**config.mk**
```make
export PLATFORM = sky130hd
export DESIGN_NAME = spn_round_engine_flat
export DESIGN_NICKNAME = d
export VERILOG_FILES = /design/src/rtl/spn_round_engine_if.sv /design/src/rtl/spn_round_engine.sv /design/src/flat_wrapper.sv
export SDC_FILE = /design/constraint.sdc
export NUM_CORES = 1
export LEC_CHECK = 0
export CAP_MARGIN = 20
export CORE_MARGIN = 2
export CORE_UTILIZATION = 58
export DETAILED_ROUTE_END_ITERATION = 8
export PLACE_DENSITY_LB_ADDON = 0.05
export SLEW_MARGIN = 15
export SYNTH_ARGS = -nofsm -noshare
export SYNTH_HDL_FRONTEND = slang
export SYNTH_SLANG_ARGS = --single-unit
```
**constraint.sdc**
```tcl
create_clock -name clk -period 10.6 [get_ports clk]
set_input_delay 3.18 -clock clk [delete_from_list [all_inputs] [get_ports clk]]
set_output_delay 3.18 -clock clk [all_outputs]
set_load 0.02 [all_outputs]
```
**src/rtl/spn_round_engine_if.sv**
```systemverilog
// Handshake bundle for the SPN round engine.
// Plaintext/key enter on the in_* side; ciphertext leaves on the out_* side.
interface spn_round_engine_if;
    logic        in_valid;
    logic        in_ready;
    logic [15:0] plaintext;
    logic [31:0] key;
    logic        out_valid;
    logic        out_ready;
    logic [15:0] ciphertext;

    modport master (
        output in_valid, plaintext, key, out_ready,
        input  in_ready, out_valid, ciphertext
    );

    modport slave (
        input  in_valid, plaintext, key, out_ready,
        output in_ready, out_valid, ciphertext
    );
endinterface

```
**src/rtl/spn_round_engine.sv**
```systemverilog
// Iterative 16-bit SPN cipher: one shared S/P round datapath, one round per clock.
// Ciphertext is held in DONE until the consumer takes it.
module spn_round_engine #(
    parameter int NUM_ROUNDS = 4
) (
    input logic clk,
    input logic reset,
    spn_round_engine_if.slave bus
);
    typedef enum logic [1:0] {
        IDLE,
        ROUND,
        DONE
    } state_t;

    localparam logic [2:0] LAST_RND  = 3'(NUM_ROUNDS - 1);
    localparam logic [2:0] FINAL_KEY = 3'(NUM_ROUNDS);

    state_t      state, state_nx;
    logic [15:0] w, w_nx;
    logic [31:0] key_q, key_nx;
    logic [2:0]  cnt, cnt_nx;
    logic [15:0] mixed, subbed, rnd_out;

    function automatic logic [3:0] sbox(input logic [3:0] x);
        logic [3:0] y;
        case (x)
            4'h0: y = 4'hA;
            4'h1: y = 4'h5;
            4'h2: y = 4'h8;
            4'h3: y = 4'h2;
            4'h4: y = 4'h6;
            4'h5: y = 4'hC;
            4'h6: y = 4'h4;
            4'h7: y = 4'h3;
            4'h8: y = 4'h1;
            4'h9: y = 4'h0;
            4'hA: y = 4'hB;
            4'hB: y = 4'h9;
            4'hC: y = 4'hF;
            4'hD: y = 4'hD;
            4'hE: y = 4'h7;
            default: y = 4'hE;
        endcase
        return y;
    endfunction

    function automatic logic [15:0] sub16(input logic [15:0] x);
        logic [15:0] y;
        for (int n = 0; n < 4; n++)
            y[4*n +: 4] = sbox(x[4*n +: 4]);
        return y;
    endfunction

    // Nibble j of the result gathers bit j of every input nibble.
    function automatic logic [15:0] perm16(input logic [15:0] x);
        logic [15:0] y;
        for (int j = 0; j < 4; j++)
            for (int k = 0; k < 4; k++)
                y[4*j + k] = x[4*k + j];
        return y;
    endfunction

    function automatic logic [15:0] round_key(
        input logic [31:0] k,
        input logic [2:0]  i
    );
        logic [15:0] rk;
        unique case (i)
            3'd0: rk = k[31:16];
            3'd1: rk = k[27:12];
            3'd2: rk = k[23:8];
            3'd3: rk = k[19:4];
            3'd4: rk = k[15:0];
            default: rk = 16'h0000;
        endcase
        return rk;
    endfunction

    assign mixed   = w ^ round_key(key_q, cnt);
    assign subbed  = sub16(mixed);
    assign rnd_out = (cnt == LAST_RND)
                   ? (subbed ^ round_key(key_q, FINAL_KEY))
                   : perm16(subbed);

    always_comb begin
        state_nx = state;
        w_nx     = w;
        key_nx   = key_q;
        cnt_nx   = cnt;
        unique case (state)
            IDLE: begin
                if (bus.in_valid) begin
                    w_nx     = bus.plaintext;
                    key_nx   = bus.key;
                    cnt_nx   = 3'd0;
                    state_nx = ROUND;
                end
            end
            ROUND: begin
                w_nx   = rnd_out;
                cnt_nx = cnt + 3'd1;
                if (cnt == LAST_RND)
                    state_nx = DONE;
            end
            DONE: begin
                if (bus.out_ready)
                    state_nx = IDLE;
            end
            default: state_nx = IDLE;
        endcase
    end

    always_ff @(posedge clk) begin
        if (reset) begin
            state <= IDLE;
            w     <= 16'h0000;
            key_q <= 32'h0000_0000;
            cnt   <= 3'd0;
        end else begin
            state <= state_nx;
            w     <= w_nx;
            key_q <= key_nx;
            cnt   <= cnt_nx;
        end
    end

    assign bus.in_ready   = (state == IDLE);
    assign bus.out_valid  = (state == DONE);
    assign bus.ciphertext = w;
endmodule

```
**src/flat_wrapper.sv**
```systemverilog
// flat-port wrapper written by rule: the top's interface ports become plain ports
module spn_round_engine_flat 
#(
    parameter int NUM_ROUNDS = 4
)
  (clk, reset, bus_in_valid, bus_plaintext, bus_key, bus_out_ready, bus_in_ready, bus_out_valid, bus_ciphertext);
  spn_round_engine_if bus_i ();
  input logic clk;
  input logic reset;
  input wire logic [$bits(bus_i.in_valid)-1:0] bus_in_valid;
  input wire logic [$bits(bus_i.plaintext)-1:0] bus_plaintext;
  input wire logic [$bits(bus_i.key)-1:0] bus_key;
  input wire logic [$bits(bus_i.out_ready)-1:0] bus_out_ready;
  output wire logic [$bits(bus_i.in_ready)-1:0] bus_in_ready;
  output wire logic [$bits(bus_i.out_valid)-1:0] bus_out_valid;
  output wire logic [$bits(bus_i.ciphertext)-1:0] bus_ciphertext;
  assign bus_i.in_valid = bus_in_valid;
  assign bus_i.plaintext = bus_plaintext;
  assign bus_i.key = bus_key;
  assign bus_i.out_ready = bus_out_ready;
  assign bus_in_ready = bus_i.in_ready;
  assign bus_out_valid = bus_i.out_valid;
  assign bus_ciphertext = bus_i.ciphertext;
  spn_round_engine #(.NUM_ROUNDS(NUM_ROUNDS)) u_core (.clk(clk), .reset(reset), .bus(bus_i));
endmodule
```
==> flow_metrics.tcl <==
set metrics [dict create \
    crit_arrival_ps 4960 \
    fill_cells 593 \
    clkPwrFrac 0.198 \
    synth_area_leaders "dfxtp_1 (26%), nand2_1 (9.3%), ha_1 (7.6%)" \
    cts_setup_buffers 0 \
    seqPwrFrac 0.388 \
    combPwrFrac 0.414 \
    synthesis.nets 617 \
    critPathLaunchType "input port" \
    critPathMaxFanout 53 \
    synthFlopType "dfxtp_1" \
    fmax_ghz 0.211 \
    synth_edf_count 0 \
    slew_violations 0 \
    yosys.area.top_type "dfxtp_1" \
    intPower_uw 380 \
    hold_class "flop to flop" \
    vias 4217 \
    grt-ovfl-total 0 \
    setup_viol 0 \
    cts_buffer_depth 2 \
    root_buffer "clkbuf_8" \
    die_area_um2 7830 \
    dp_hpwl_um 8250 \
    start_util 0.606 \
    worst_slew_pin_slew_ps 971 \
    period_needed_ps 4740 \
    ys_warn_count 0 \
    swShare 0.383 \
    grt_pass1_vias 3695 \
    ir_drop_uv 91.7 \
    cts.repair.resized 0 \
    track_usage 0.297 \
    max_cap_viol_count 0 \
    tritoncts "built" \
    top_layer_used "met4" \
    synthArstFlopShare 0 \
    period_share 0.447 \
    maxSlewHeadroom 0.353 \
    p_total_uw 616 \
    synth_top_area_share 0.256 \
    critPathRequiredTime_ps 10820 \
    setup_tns_ps 0 \
    crit_type "input port to flop" \
    gp_congestion 0.868 \
    yosysMostFrequentCell "nand2_1" \
    detail_route.first_pass.iterations 5 \
    ant_nets 0 \
    row_count 30 \
    yosysSeqAreaShare 0.256 \
    wl_met1_um 5050 \
    numClockSinks 53 \
    clk-insertion-delay-late_ps 320 \
    area_growth_pct 18.8 \
    clk_pin_slew_ps 110 \
    setup.worst_path.end_class "flop" \
    switching_power_uw 236 \
    grt_first_pass_wirelength_um 18300 \
    wl_per_cell_um 17.1 \
    finalClockSkew_ps 7.88 \
    layout.nets 659 \
    ctsHtreeMaxLevel 2 \
    leakagePower_uw 0.00199 \
    vias_per_cell 6.21 \
    die_height_um 88.5 \
    dr_wl_met3_um 1030 \
    drt_iter0_drc 433 \
    drc 0 \
    grt_max_degree 54 \
    postCtsHoldBufs 0 \
    cts_made_buffers 5 \
    port_buffers 69 \
    synth_cells 540 \
    synth.distinct_cells 62 \
    status "completed" \
    synth.avg_cell_area_um2 7.66 \
    grt_setup_unrepaired "no" \
    diodes 0 \
    die_x_um 88.5 \
    core_area_um2 6830 \
    finalHoldViolations 0 \
    synth_seq_cells 53 \
    power_density_nw_per_um2 125 \
    antenna_found_initial 0 \
    wl_met2_um 5240 \
    io_pins 70 \
    drive_above_1_share 0.0600 \
    netlist_top_cells_count "nand2_1 (103), dfxtp_1 (53), a21oi_1 (52)" \
    routed_wirelength_um 11600 \
    mappedNetlistArea_um2 4140 \
]
## critical path: stages
cell and delay, ps:
buf_2 710, inv_1 470, and3_1 310, a221o_1 280
## area by class of cell
| cell class | instances | area [um2] | area share |
|---|---|---|---|
| inverter | 22 | 82.6 | 0.0168 |
| timing repair buffer | 75 | 731 | 0.149 |
| multi-input combinational | 425 | 2830 | 0.576 |
| tap | 96 | 120 | 0.0244 |
| sequential | 53 | 1060 | 0.216 |
| clock inverter | 3 | 21.3 | 0.00433 |
| clock buffer | 5 | 68.8 | 0.0140 |
## power groups by stage
stage / Combinational, uW / Clock [uW] / Sequential, uW
after floorplan: 172 / 0 / 244
after global placement: 244 / 0 / 242
after detailed placement: 252 / 0 / 242
after CTS: 253 / 123 / 238
after global routing: 279 / 129 / 241
final: 255 / 122 / 239
## registers in the layout, summed over array words and instances (netlist names)
name	cells
u_core.state	2
u_core.cnt	3
u_core.key_q	32
u_core.bus.ciphertext	16
## layout by cell type, fill, tap and decap left out, types with 8 or more instances in the layout
cell / count
xor2_1: 11
nand3_1: 16
clkdlybuf4s50_1: 68
ha_1: 24
inv_1: 21
nor2_1: 20
and3_1: 8
xnor2_1: 11
o211ai_1: 8
a211o_1: 9
o21ai_0: 13
mux2i_1: 24
nand2_1: 103
dfxtp_1: 53
nor3_1: 11
a21oi_1: 52
## logic make-up after synthesis
logic type,synth area share
compound gates,0.234
simple gates,0.240
buf+inv,0.0599
fa+ha+maj,0.0756
xor+xnor,0.0466
mux,0.0880
flops,0.256
## routing by layer
layer	vias up	track usage
met5	-	0
met4	0	0.0923
met3	25	0.0401
met2	214	0.477
met1	1972	0.416
li1	2006	-
## metrics by stage
stage	setup slack, ps	hold WS (ps)	instance area [um2]	cells	util
5_1_grt	5760	495	4920	679	0.720
4_1_cts	5880	467	4910	679	0.719
3_5_place_dp	5560	453	4820	671	0.706
6_report	5860	468	4920	679	0.720
2_1_floorplan	6190	436	4140	540	-
3_3_place_gp	5590	449	4820	671	0.706
## path summary, 6_finish.rpt
check / cells after the start / to / start / slack [ps]
max: 4 / u_core.bus.ciphertext[11]$_SDFFE_PP0P_ / reset / 5860
min: 2 / u_core.key_q[30]$_SDFFE_PP0P_ / u_core.key_q[30]$_SDFFE_PP0P_ / 470
max reg2reg: 12 / u_core.bus.ciphertext[8]$_SDFFE_PP0P_ / u_core.cnt[2]$_SDFFE_PP0P_ / 6860
min reg2reg: 2 / u_core.key_q[30]$_SDFFE_PP0P_ / u_core.key_q[30]$_SDFFE_PP0P_ / 470
(Power assumes the default switching activity.)
